### src/rtl/pkt_frame_pkg.sv
// rtl/pkt_frame_pkg.sv - shared types and constants for the packet frame tracker
// Contents: per-channel state enum, error code constants, per-channel response struct.
package pkt_frame_pkg;

    typedef enum logic [2:0] {
        ST_IDLE = 3'd0,
        ST_HEAD = 3'd1,
        ST_DATA = 3'd2,
        ST_TAIL = 3'd3,
        ST_DROP = 3'd4
    } state_e;

    localparam logic [2:0] ERR_NONE     = 3'd0;
    localparam logic [2:0] ERR_ORPHAN   = 3'd1;
    localparam logic [2:0] ERR_NESTED   = 3'd2;
    localparam logic [2:0] ERR_OVERLONG = 3'd3;
    localparam logic [2:0] ERR_BAD_CHAN = 3'd4;

    // Response length carries one bit beyond any supported LEN_W (<= 16) so
    // the top can see len+1 overflowing the output width and saturate it.
    localparam int RESP_LEN_W = 17;

    typedef struct packed {
        logic                  done;
        logic                  err;
        logic [2:0]            code;
        logic [RESP_LEN_W-1:0] len;
    } resp_t;

endpackage

### src/rtl/pkt_chan_fsm.sv
// rtl/pkt_chan_fsm.sv - framing state and beat length of a single channel
// Ports:
//   clk_i, rst_i   clock, async active-high reset
//   en_i           a beat for this channel is accepted this cycle
//   head_i, tail_i beat framing flags
//   flush_i        synchronous clear to IDLE, len 0
//   resp_o         combinational response for the accepted beat
//   busy_o         channel is inside a packet (HEAD, DATA or DROP)
module pkt_chan_fsm
    import pkt_frame_pkg::*;
#(
    parameter int LEN_W   = 8,
    parameter int MAX_LEN = 200
) (
    input  logic  clk_i,
    input  logic  rst_i,
    input  logic  en_i,
    input  logic  head_i,
    input  logic  tail_i,
    input  logic  flush_i,
    output resp_t resp_o,
    output logic  busy_o
);

    localparam logic [LEN_W-1:0] MAX_LEN_V = LEN_W'(MAX_LEN);
    localparam logic [LEN_W-1:0] LEN_ONE   = LEN_W'(1);

    state_e           state_q, state_d;
    logic [LEN_W-1:0] len_q, len_d;

    always_ff @(posedge clk_i or posedge rst_i) begin
        if (rst_i) begin
            state_q <= ST_IDLE;
            len_q   <= '0;
        end else begin
            state_q <= state_d;
            len_q   <= len_d;
        end
    end

    always_comb begin
        state_d = state_q;
        len_d   = len_q;
        if (flush_i) begin
            state_d = ST_IDLE;
            len_d   = '0;
        end else if (en_i) begin
            case (state_q)
                ST_IDLE, ST_TAIL: begin
                    if (head_i) begin
                        state_d = tail_i ? ST_TAIL : ST_HEAD;
                        len_d   = LEN_ONE;
                    end
                end
                ST_HEAD, ST_DATA: begin
                    if (head_i) begin
                        // Nested head abandons the open packet and restarts.
                        state_d = tail_i ? ST_TAIL : ST_HEAD;
                        len_d   = LEN_ONE;
                    end else if (tail_i) begin
                        state_d = ST_TAIL;
                    end else if (len_q == MAX_LEN_V) begin
                        // len stays at MAX_LEN so it can never wrap.
                        state_d = ST_DROP;
                    end else begin
                        state_d = ST_DATA;
                        len_d   = len_q + LEN_ONE;
                    end
                end
                ST_DROP: begin
                    if (head_i) begin
                        state_d = tail_i ? ST_TAIL : ST_HEAD;
                        len_d   = LEN_ONE;
                    end else if (tail_i) begin
                        state_d = ST_IDLE;
                        len_d   = '0;
                    end
                end
                default: begin
                    state_d = ST_IDLE;
                    len_d   = '0;
                end
            endcase
        end
    end

    always_comb begin
        resp_o      = '0;
        resp_o.code = ERR_NONE;
        if (en_i && !flush_i) begin
            case (state_q)
                ST_IDLE, ST_TAIL: begin
                    if (head_i && tail_i) begin
                        resp_o.done = 1'b1;
                        resp_o.len  = RESP_LEN_W'(1);
                    end else if (!head_i) begin
                        resp_o.err  = 1'b1;
                        resp_o.code = ERR_ORPHAN;
                    end
                end
                ST_HEAD, ST_DATA: begin
                    if (head_i) begin
                        resp_o.err  = 1'b1;
                        resp_o.code = ERR_NESTED;
                        if (tail_i) begin
                            resp_o.done = 1'b1;
                            resp_o.len  = RESP_LEN_W'(1);
                        end
                    end else if (tail_i) begin
                        resp_o.done = 1'b1;
                        resp_o.len  = RESP_LEN_W'(len_q) + RESP_LEN_W'(1);
                    end else if (len_q == MAX_LEN_V) begin
                        resp_o.err  = 1'b1;
                        resp_o.code = ERR_OVERLONG;
                    end
                end
                ST_DROP: begin
                    if (head_i && tail_i) begin
                        resp_o.done = 1'b1;
                        resp_o.len  = RESP_LEN_W'(1);
                    end
                end
                default: resp_o = '0;
            endcase
        end
    end

    assign busy_o = (state_q == ST_HEAD) || (state_q == ST_DATA) || (state_q == ST_DROP);

endmodule

### src/rtl/pkt_frame_tracker.sv
// rtl/pkt_frame_tracker.sv - multi-channel head/data/tail framing tracker
// Ports:
//   clk_i, rst_i            clock, async active-high reset
//   valid_i, head_i, tail_i beat and its framing flags
//   chan_i                  channel of the beat
//   flush_i                 synchronous clear of all channel state
//   pkt_done_o/chan/len     registered pulse for a cleanly closed packet
//   err_o/err_code/err_chan registered pulse for a framing error
//   busy_o                  per-channel in-packet flags
//   pkt_count_o/err_count_o saturating event counters
module pkt_frame_tracker
    import pkt_frame_pkg::*;
#(
    parameter int NUM_CH  = 4,
    parameter int CH_W    = 2,
    parameter int LEN_W   = 8,
    parameter int MAX_LEN = 200,
    parameter int CNT_W   = 16
) (
    input  logic              clk_i,
    input  logic              rst_i,
    input  logic              valid_i,
    input  logic              head_i,
    input  logic              tail_i,
    input  logic [CH_W-1:0]   chan_i,
    input  logic              flush_i,
    output logic              pkt_done_o,
    output logic [CH_W-1:0]   pkt_chan_o,
    output logic [LEN_W-1:0]  pkt_len_o,
    output logic              err_o,
    output logic [2:0]        err_code_o,
    output logic [CH_W-1:0]   err_chan_o,
    output logic [NUM_CH-1:0] busy_o,
    output logic [CNT_W-1:0]  pkt_count_o,
    output logic [CNT_W-1:0]  err_count_o
);

    logic [CH_W:0]     chan_ext;
    logic              bad_chan;
    logic [NUM_CH-1:0] en;
    resp_t             resp_all [NUM_CH];
    resp_t             sel;
    logic              len_ovf;

    logic              done_q, done_d;
    logic [CH_W-1:0]   pchan_q, pchan_d;
    logic [LEN_W-1:0]  plen_q, plen_d;
    logic              err_q, err_d;
    logic [2:0]        code_q, code_d;
    logic [CH_W-1:0]   echan_q, echan_d;
    logic [CNT_W-1:0]  pcnt_q, pcnt_d;
    logic [CNT_W-1:0]  ecnt_q, ecnt_d;

    // Extra bit keeps the range test meaningful when NUM_CH == 2**CH_W.
    assign chan_ext = {1'b0, chan_i};
    assign bad_chan = chan_ext >= (CH_W+1)'(NUM_CH);

    for (genvar i = 0; i < NUM_CH; i++) begin : g_ch
        assign en[i] = valid_i && !flush_i && (chan_i == CH_W'(i));

        pkt_chan_fsm #(
            .LEN_W   (LEN_W),
            .MAX_LEN (MAX_LEN)
        ) u_fsm (
            .clk_i   (clk_i),
            .rst_i   (rst_i),
            .en_i    (en[i]),
            .head_i  (head_i),
            .tail_i  (tail_i),
            .flush_i (flush_i),
            .resp_o  (resp_all[i]),
            .busy_o  (busy_o[i])
        );
    end

    always_comb begin
        sel = '0;
        for (int k = 0; k < NUM_CH; k++) begin
            if (en[k]) sel = resp_all[k];
        end
    end

    // A MAX_LEN+1 beat packet may not fit LEN_W; saturate instead of wrapping.
    assign len_ovf = |sel.len[RESP_LEN_W-1:LEN_W];

    always_comb begin
        done_d  = 1'b0;
        pchan_d = '0;
        plen_d  = '0;
        err_d   = 1'b0;
        code_d  = ERR_NONE;
        echan_d = '0;
        if (valid_i && !flush_i) begin
            if (bad_chan) begin
                err_d   = 1'b1;
                code_d  = ERR_BAD_CHAN;
                echan_d = chan_i;
            end else begin
                if (sel.done) begin
                    done_d  = 1'b1;
                    pchan_d = chan_i;
                    plen_d  = len_ovf ? '1 : sel.len[LEN_W-1:0];
                end
                if (sel.err) begin
                    err_d   = 1'b1;
                    code_d  = sel.code;
                    echan_d = chan_i;
                end
            end
        end
    end

    assign pcnt_d = (done_d && (pcnt_q != '1)) ? pcnt_q + CNT_W'(1) : pcnt_q;
    assign ecnt_d = (err_d  && (ecnt_q != '1)) ? ecnt_q + CNT_W'(1) : ecnt_q;

    always_ff @(posedge clk_i or posedge rst_i) begin
        if (rst_i) begin
            done_q  <= 1'b0;
            pchan_q <= '0;
            plen_q  <= '0;
            err_q   <= 1'b0;
            code_q  <= ERR_NONE;
            echan_q <= '0;
            pcnt_q  <= '0;
            ecnt_q  <= '0;
        end else begin
            done_q  <= done_d;
            pchan_q <= pchan_d;
            plen_q  <= plen_d;
            err_q   <= err_d;
            code_q  <= code_d;
            echan_q <= echan_d;
            pcnt_q  <= pcnt_d;
            ecnt_q  <= ecnt_d;
        end
    end

    assign pkt_done_o  = done_q;
    assign pkt_chan_o  = pchan_q;
    assign pkt_len_o   = plen_q;
    assign err_o       = err_q;
    assign err_code_o  = code_q;
    assign err_chan_o  = echan_q;
    assign pkt_count_o = pcnt_q;
    assign err_count_o = ecnt_q;

endmodule
### config.mk
export PLATFORM = sky130hd
export DESIGN_NAME = pkt_frame_tracker
export DESIGN_NICKNAME = d
export VERILOG_FILES = /design/src/rtl/pkt_frame_pkg.sv /design/src/rtl/pkt_chan_fsm.sv /design/src/rtl/pkt_frame_tracker.sv
export SDC_FILE = /design/constraint.sdc
export NUM_CORES = 1
export LEC_CHECK = 0
export CORE_UTILIZATION = 55
export DETAILED_ROUTE_END_ITERATION = 8
export PLACE_DENSITY = 0.77
export SYNTH_ARGS = -nofsm -noshare
export SYNTH_HDL_FRONTEND = slang
export SYNTH_SLANG_ARGS = --single-unit
### constraint.sdc
create_clock -name clk_i -period 3.6 [get_ports clk_i]
set_input_delay 0.72 -clock clk_i [delete_from_list [all_inputs] [get_ports clk_i]]
set_output_delay 0.72 -clock clk_i [all_outputs]
set_load 0.03 [all_outputs]
==> results of run 1 <==
==> how the worst max path moves through the flow <==
stage	to	cells after the start	slack, ns	startpoint
after floorplan	err_chan_o[0]	1	0.49	rst_i
after global placement	pkt_len_o[6]	7	0.50	chan_i[0]
after detailed placement	g_ch[0].u_fsm.len_q[3]	6	0.42	chan_i[0]
after CTS	busy_o[3]	4	0.52	g_ch[3].u_fsm.state_q[1]
after global routing	busy_o[3]	4	0.39	g_ch[3].u_fsm.state_q[1]
final	busy_o[3]	4	0.54	g_ch[3].u_fsm.state_q[1]
==> worst register-to-register path, cell delays in order (launching register included) <==
cell and delay [ns]:
dfrtp_1 0.47, nor3b_1 0.62, a31oi_1 0.21, o21ai_1 0.26, nand4_4 0.30, nor2_1 0.27
mux2_2 0.35
==> Yosys cell counts, types with 9 or more instances <==
master / n
dfrtp_1: 92
nor2_1: 79
nand2_1: 56
o21ai_0: 43
a21oi_1: 39
xnor2_1: 30
xor2_1: 29
nor3_1: 24
inv_1: 23
clkbuf_1: 21
nand4_1: 21
and3_1: 20
nand3_1: 20
a31oi_1: 14
buf_2: 14
nor2b_1: 12
ha_1: 10
nor3b_1: 10
a211oi_1: 9
nand2b_1: 9
o211ai_1: 9
==> flip-flops by register name, indices dropped and copies added (netlist names) <==
name                cells
pkt_count_o            16
err_code_o              2
pkt_done_o              1
err_o                   1
err_count_o            16
pkt_chan_o              2
g_ch.u_fsm.len_q       32
err_chan_o              2
pkt_len_o               8
g_ch.u_fsm.state_q     12
==> final cells by class <==
cell class	instances	area, um^2
Clock buffer	9	124
Clock inverter	7	52.6
Fill cell	894	3850
Inverter	23	87.6
Multi-Input combinational cell	554	3480
Sequential cell	92	2300
Tap cell	140	175
Timing Repair Buffer	78	771
==> through the flow <==
| stage | setup WS [ns] | total power [mW] |
|---|---|---|
| 3_3_place_gp | 0.505 | 1.76 |
| 2_1_floorplan | 0.488 | 1.56 |
| 5_1_grt | 0.392 | 2.52 |
| 3_5_place_dp | 0.422 | 1.78 |
| 4_1_cts | 0.515 | 2.43 |
| 6_report | 0.540 | 2.42 |
==> power by group through the flow <==
stage                     combinational [mW]  clock [mW]  sequential, mW
after floorplan                        0.234           0            1.32
after global placement                 0.555           0            1.21
after global routing                   0.604       0.707            1.21
after CTS                              0.563       0.671            1.20
after detailed placement               0.561           0            1.22
final                                  0.562       0.658            1.20
==> logic make-up (layout without fill, tap and decap cells) <==
logic type / count (synthesis) / in the layout
muxes: 7 / 7
AOI/OAI and AO/OA: 166 / 166
xor gates and xnor gates: 61 / 61
and+or+nand+nor: 309 / 309
buffers and inverters: 73 / 117
other: 1 / 1
DFF: 92 / 92
adders and majority gates: 10 / 10
==> metal layers <==
layer	up-vias	GRT usage (%)
li1	2661	-
met1	2687	39.4
met2	241	44.3
met3	38	3.87
met4	0	12.3
met5	-	0
==> flow_summary.toml, run 1 <==
[setup_path]
critical_path.max_fanout = 15
ff2ff_setup_slack_ns = 1.02
r2r_start = "g_ch[3].u_fsm.len_q[2]"
crit_chain = "nor2b_1, nor2_1, o22ai_1, clkdlybuf4s50_1"
crit_path_max_incr_delay_ns = 0.70
critPathKind = "reg -> out"
startpoint_type = "flip-flop"
cp_top_family = "buffers and inverters"
worstPathArrival_ns = 2.34
slowest_stage = "clkdlybuf4s50_1"
crit_required_ns = 2.88
r2r_end = "err_count_o[1]"
cp-end-kind = "primary output"
r2r.worst_path.cells = 6
crit_buf_inv = 1

[clocking]
clock_path_buffers = 2
cts_tree = "done"
cts_setup_buffers = 0
clkSinkCount = 92
hold_buffers = 0
cts_made_buffers = 9
clock_latency_ns = 0.39
cts_max_level = 3
clkTransAtPathRegs_ns = 0.10
root_buffer = "clkbuf_8"
cts_resized = 0

[yosys]
syn_area_per_cell_um2 = 8.51
synthAdderAreaFrac_pct = 2.04
ys_warn_count = 0
yosys-mux-area-fraction_pct = 1.19
ys_ff_latch = 92
synth_edf_count = 0
synthArstFlopShare_pct = 100
yosys.area.top_type = "dfrtp_1"
synth_compound_area_share_pct = 17.4
synth_xor_area_share_pct = 8.98
netlist_area_um2 = 6120
syn_nets = 737
yosysTopAreaCellShare_pct = 37.6
yosysUniqueCellTypes = 67
yosys.area_share.simple_pct = 27.2
synth_top_family_by_area = "simple AND/OR/NAND/NOR gates"
synth.yosys.seq_area_share_pct = 37.6
synth_cells = 719
yosys-top-cells-area = "dfrtp_1 (38%), nor2_1 (4.8%), xnor2_1 (4.3%)"
ys.flop_type = "dfrtp_1"

[final_layout]
fin_cells = 903
syn_to_final_growth_pct = 14.3
layout_commonest_cell = "dfrtp_1"
drive_above_1_share_pct = 7.08
nets = 776
layout_common_cells = "dfrtp_1 (92), nor2_1 (79), clkdlybuf4s50_1 (59), nand2_1 (56), o21ai_0 (43)"
antenna_cells = 0
fin_area_um2 = 6990
final_util_pct = 64.5

[route]
route.antenna.remaining_nets = 0
via_count = 5627
wl_met3_um = 1070
drtIter0Drc = 485
wl_met2_um = 7380
wl_met1_um = 7060
drt_pass1_iterations = 5
drt_wl_total_um = 15900
wl_per_cell_um = 17.6
drc_errors = 0
viasPerCell = 6.23
highest_layer = "met4"

[global_routing]
grt_pass1_vias = 5251
grt_usage_pct = 28.4
grt_antenna_before_repair = 0
grt_pass1_wl_um = 25700
grt_overflow_total = 0
grt_max_degree = 49

[power_and_ir_drop]
p_sw_mw = 0.834
ir_drop_mv = 0.377
p_int_mw = 1.58
p_sw_share_pct = 34.5
p_comb_share_pct = 23.2
powerDensity_nw_per_um2 = 346
power.clock.fraction_pct = 27.2
seqPwrFrac_pct = 49.6
p_leak_nw = 2.89

[sta]
slew_headroom_pct = 41.2
clock_skew_ns = 0.0101
finalCritPeriodShare_pct = 85.0
tightest_slew_ns = 0.881
holdWs_ns = 0.504
rsz0062_at_grt = "false"
fin_setup_tns_ns = 0
drv_slew = 0
setup_viol = 0
finalCriticalPeriod_ns = 3.06
finalHoldViolations = 0
max_freq_mhz = 327

[hold_path]
min_to = "pkt_count_o[10]"
hold_depth = 1
hold_path.class = "reg -> reg"
worstHoldStart = "pkt_count_o[10]"

[die]
dieArea_um2 = 11500
fp.dieW_um = 107
io_pins = 61
design.core.area_um2 = 10800
start_util_pct = 56.4
die_h_um = 107
core.rowCount = 38

[place]
hpwl_um = 11200
gp_congestion = 0.936
dp.cells = 887
io_buffer_count = 59
postPlaceCellArea_um2 = 6820

[run]
timing.max_cap.violations = 0

[status]
outcome = "finished, final reports clean"
Note: power is estimated with default switching activity, not from simulation.
==> run 2: changes to the inputs <==
Settings changed: CTS_BUF_LIST set to sky130_fd_sc_hd__clkbuf_4 sky130_fd_sc_hd__clkbuf_8, SYNTH_HIERARCHICAL set to 1.
==> flow_summary.toml, run 2 <==
[final_layout]
fin_cells = 991
syn_to_final_growth_pct = 13.1
antenna_cells = 0
final_util_pct = 64.7
largest_reg_flops = 32
layout_common_cells = "nor2_1 (105), dfrtp_1 (93), clkdlybuf4s50_1 (59), nand2_1 (57), xnor2_1 (43)"
layout_commonest_cell = "nor2_1"
largest_register = "g_ch.u_fsm/len_q"
drive_above_1_share_pct = 8.73
nets = 861
fin_area_um2 = 7510

[setup_path]
cpMostUsedCell = "nor2_1"
r2r_start = "g_ch[3].u_fsm/len_q[0]"
crit_chain = "clkdlybuf4s50_1, or3b_4, nor2_1, inv_1, nor2_1, nand2b_1, a21o_1, a21oi_1, mux2i_1, o22a_4, a2111oi_4, nand4_1, xnor2_1"
slowest_stage = "clkdlybuf4s50_1"
ff2ff_setup_slack_ns = 0.63
crit_path_end = "err_count_o[13]"
startpoint_type = "input pin"
critPathKind = "in -> reg"
critical_path.max_fanout = 5
crit_path_max_incr_delay_ns = 0.52
crit_buf_inv = 2
worstPathArrival_ns = 3.57
cp_top_family = "simple AND/OR/NAND/NOR gates"
r2r.worst_path.cells = 12
crit_cells = 13
cp-end-kind = "flip-flop"
r2r_end = "err_count_o[13]"
crit_required_ns = 3.87
worstSetupStartpoint = "flush_i"

[clocking]
clock_path_buffers = 2
hold_buffers = 0
cts_tree = "done"
clkSinkCount = 93
clkTransAtPathRegs_ns = 0.09
cts_resized = 0
root_buffer = "clkbuf_8"
cts_max_level = 3
cts_made_buffers = 9
cts_setup_buffers = 0
clock_latency_ns = 0.38

[global_routing]
grt_pass1_wl_um = 28000
grt_overflow_total = 0
grt_usage_pct = 27.9
grt_pass1_vias = 5692
grt_antenna_before_repair = 0
grt_max_degree = 50

[die]
core.rowCount = 39
fp.dieW_um = 112
die_h_um = 112
design.core.area_um2 = 11600
dieArea_um2 = 12500
start_util_pct = 57.2
io_pins = 61

[route]
route.antenna.remaining_nets = 0
wl_per_cell_um = 16.8
via_count = 6028
drt_pass1_iterations = 7
drt_wl_total_um = 16700
drtIter0Drc = 546
viasPerCell = 6.08
drc_errors = 13

[power_and_ir_drop]
ir_drop_mv = 0.171
total_power_mw = 1.98
p_leak_nw = 2.91
powerDensity_nw_per_um2 = 264

[yosys]
syn_area_per_cell_um2 = 8.47
ys_ff_latch = 93
yosysTopAreaCellShare_pct = 35.1
yosysUniqueCellTypes = 53
netlist_area_um2 = 6640
synth_edf_count = 0
yosys-top-cells-area = "dfrtp_1 (35%), nor2_1 (5.9%), xnor2_1 (5.7%)"
yosys.area.top_type = "dfrtp_1"
yosysMostFrequentCell = "nor2_1"
ys_warn_count = 6
synthArstFlopShare_pct = 100
synth.yosys.seq_area_share_pct = 35.1
synth_common_cells = "nor2_1 (105), dfrtp_1 (93), nand2_1 (57)"
synth_cells = 784
ys.flop_type = "dfrtp_1"

[sta]
slew_headroom_pct = 33.2
fin_setup_tns_ns = 0
clock_skew_ns = 0.00775
drv_slew = 0
holdWs_ns = 0.507
finalCritPeriodShare_pct = 91.7
tightest_slew_ns = 1.00
finalCriticalPeriod_ns = 3.30
worst_slack_ns = 0.299
rsz0062_at_grt = "false"
finalHoldViolations = 0
max_freq_mhz = 303
setup_viol = 0

[status]
violations = "design-rule violations"
outcome = "complete, but fails checks"

[place]
dp.cells = 975
postPlaceCellArea_um2 = 7300
hpwl_um = 12400
dp_slack_ns = -0.0802
io_buffer_count = 60
gp_congestion = 0.953

[hold_path]
hold_path.class = "reg -> reg"
worstHoldStart = "err_count_o[5]"

[run]
timing.max_cap.violations = 0
[run 2: cell count changes in the layout (fill, tap and decap cells not counted), moves of 11 or more]
cell	change
buf_4	+13
xor2_1	-12
inv_1	+18
conb_1	+35
xnor2_1	+13
nor3_1	+11
o21ai_0	-11
nor2_1	+26
nand3_1	+13
[run 2: how the worst min path moves through the flow]
stage / depth (start not counted) / end / slack, ns
3_3_place_gp: 1 / pkt_count_o[5] / 0.48
2_1_floorplan: 1 / g_ch[0].u_fsm/len_q[3] / 0.48
3_5_place_dp: 1 / err_count_o[5] / 0.49
5_1_grt: 1 / err_count_o[5] / 0.52
6_report: 1 / err_count_o[5] / 0.51
4_1_cts: 1 / err_count_o[5] / 0.51
[run 2: kinds of logic after synthesis]
family	after synthesis	synth area share, %
other	4	0.226
adder cells (fa/ha/maj)	10	1.88
multiplexers	17	4.30
XOR/XNOR	60	7.92
AND/OR/NAND/NOR	334	25.5
buffers and inverters	115	9.37
flip-flops	93	35.1
AO/OA/AOI/OAI	151	15.7
[run 2: worst reg2reg max path, delay by kind of cell, from the launching register on]
family                     cells  cell delay (ns)
buffers and inverters          1             0.13
adders and majority gates      1             0.16
muxes                          1             0.16
and+or+nand+nor                5             0.95
AOI/OAI and AO/OA              3             0.88
DFF                            1             0.45
xor gates and xnor gates       1             0.15
[run 2: report_power, final]
group          internal, mW  switching, mW  leakage [nW]
combinational        0.0600          0.122          1.52
sequential             1.05         0.0125          1.29
clock                 0.346          0.389         0.104
[run 2: cell type report]
class                   instances  area, um^2
well taps                     143         179
clock buffers                  10         138
inverters                      41         154
multi-input cells             608        3810
clock inverters                 6        68.8
flip-flops and latches         93        2330
repair buffers                 90         833
fillers                      1019        4100
[run 2: layer usage]
metal / vias to the layer above / global-route usage [%] / wire, um / share of wire (%)
met1: 2906 / 36.9 / 7190 / 43
li1: 2821 / - / - / -
met2: 268 / 46.3 / 8030 / 48
met4: 0 / 11.7 / 402 / 2.4
met3: 33 / 3.70 / 1040 / 6.3
met5: - / 0 / 0 / 0
==> run 3: changes to the inputs <==
Settings changed: CTS_BUF_LIST sky130_fd_sc_hd__clkbuf_4 sky130_fd_sc_hd__clkbuf_8 to sky130_fd_sc_hd__clkbuf_4 sky130_fd_sc_hd__clkbuf_8 sky130_fd_sc_hd__clkbuf_16, MAX_ROUTING_LAYER set to met4, SLEW_MARGIN set to 20.
==> flow_summary.toml, run 3 (synthesis gave the netlist of run 2 again) <==
[setup_path]
worstSetupStartpoint = "flush_i"
startpoint_type = "input pin"
ff2ff_setup_slack_ns = 0.62
cp-end-kind = "flip-flop"
critical_path.max_fanout = 6
r2r.worst_path.cells = 12
crit_path_end = "pkt_count_o[15]"
critPathKind = "in -> reg"
worstPathArrival_ns = 3.68
r2r_start = "g_ch[3].u_fsm/len_q[0]"
crit_required_ns = 3.87
r2r_end = "err_count_o[13]"

[final_layout]
layout_common_cells = "nor2_1 (105), dfrtp_1 (93), clkdlybuf4s50_1 (59), nand2_1 (57), xnor2_1 (43)"
layout_commonest_cell = "nor2_1"
antenna_cells = 0
largest_register = "g_ch.u_fsm/len_q"
nets = 861
multi_input_area_um2 = 3810
syn_to_final_growth_pct = 14.5
seq_area_um2 = 2330
fillerInstances = 953
drive_above_1_share_pct = 8.73
largest_reg_flops = 32

[place]
gp_congestion = 0.953
io_buffer_count = 60
hpwl_um = 12300

[global_routing]
grt_pass1_wl_um = 28000
grt_pass1_vias = 5770
grt_overflow_total = 0
grt_max_degree = 50
grt_antenna_before_repair = 0
grt_usage_pct = 29.0

[status]
violations = "design-rule violations"
outcome = "complete, but fails checks"

[die]
io_pins = 61
fp.dieW_um = 112
dieArea_um2 = 12500
core.rowCount = 39
die_h_um = 112
start_util_pct = 57.2
design.core.area_um2 = 11600

[route]
via_count = 5957
route.antenna.remaining_nets = 0
drt_wl_total_um = 16700
drt_pass1_iterations = 9
viasPerCell = 6.01
drtIter0Drc = 654
drc_errors = 12
wl_per_cell_um = 16.9

[power_and_ir_drop]
p_int_mw = 1.67
powerDensity_nw_per_um2 = 290
p_comb_share_pct = 8.3
total_power_mw = 2.20
p_sw_mw = 0.534
seqPwrFrac_pct = 48.3
power.clock.fraction_pct = 43.4
ir_drop_mv = 0.179
p_sw_share_pct = 24.3
p_leak_nw = 2.96

[sta]
fin_setup_tns_ns = 0
slew_headroom_pct = 42.0
holdWs_ns = 0.499
setup_viol = 0
finalCriticalPeriod_ns = 3.40
finalCritPeriodShare_pct = 94.5
drv_slew = 0
tightest_slew_ns = 0.870
rsz0062_at_grt = "false"
clock_skew_ns = 0.00917
max_freq_mhz = 294
finalHoldViolations = 0

[hold_path]
hold_path.class = "reg -> reg"

[clocking]
cts_resized = 0
cts_made_buffers = 9
clock_latency_ns = 0.35
clock_path_buffers = 2
hold_buffers = 0
cts_tree = "done"
clkTransAtPathRegs_ns = 0.07
cts_max_level = 3
root_buffer = "clkbuf_16"
clkSinkCount = 93
cts_setup_buffers = 0

[run]
timing.max_cap.violations = 0
-- run 3: cell types whose count changed in the layout (fill, tap and decap cells not counted), sizes merged --
cell / change
inv: -3
clkinv: +2
clkbuf: +1
-- run 3: layer usage --
metal	part of all wire (%)	wire [um]	up-vias	global-route usage (%)
li1	-	-	2817	-
met1	43	7190	2846	36.0
met2	48	7950	251	46.5
met3	6.4	1060	43	4.68
met4	3.0	506	0	13.1
met5	0	0	-	-
-- run 3: power by group through the flow --
stage | clock [mW] | sequential, mW | combinational (mW)
after global routing | 1.02 | 1.06 | 0.201
after CTS | 0.979 | 1.06 | 0.182
after floorplan | 0 | 1.09 | 0.133
after detailed placement | 0 | 1.08 | 0.180
after global placement | 0 | 1.08 | 0.177
final | 0.956 | 1.06 | 0.183
-- run 3: per-stage QoR --
| step | cell area [um^2] | worst slack (ns) | instances | util [%] |
|---|---|---|---|---|
| final | 7600 | 0.197 | 991 | 65.5 |
| after global routing | 7600 | 0.0303 | 991 | 65.5 |
| after CTS | 7600 | 0.299 | 991 | 65.5 |
| after detailed placement | 7300 | -0.0486 | 975 | 62.9 |
| after global placement | 7300 | 0.0748 | 975 | 62.9 |
| after floorplan | 6760 | 0.340 | 816 | - |
-- run 3: layout make-up --
class	count	share of cell area (%)
tap	143	2.35
clock inverter	5	0.790
sequential	93	30.6
timing repair buffer	90	11.0
multi-input combinational	608	50.1
clock buffer	11	3.16
inverter	41	2.04
-- run 3: worst max-delay path, cell delays in order --
cell	delay [ns]
clkdlybuf4s50_1	0.50
nand3b_1	0.27
nor2_1	0.16
inv_1	0.08
nor2_1	0.19
nand2_1	0.10
nor3_1	0.28
mux2i_1	0.19
o22ai_1	0.29
buf_4	0.19
nand3_1	0.17
nor4_1	0.37
xor2_1	0.17
-- run 3: worst min path at each step --
stage | start | depth (start not counted) | end | slack [ns]
after floorplan | g_ch[0].u_fsm/len_q[3] | 1 | g_ch[0].u_fsm/len_q[3] | 0.48
after global placement | pkt_count_o[5] | 1 | pkt_count_o[5] | 0.48
after detailed placement | pkt_count_o[10] | 1 | pkt_count_o[10] | 0.49
after CTS | pkt_count_o[10] | 1 | pkt_count_o[10] | 0.50
after global routing | err_count_o[5] | 1 | err_count_o[5] | 0.53
final | err_count_o[5] | 1 | err_count_o[5] | 0.50
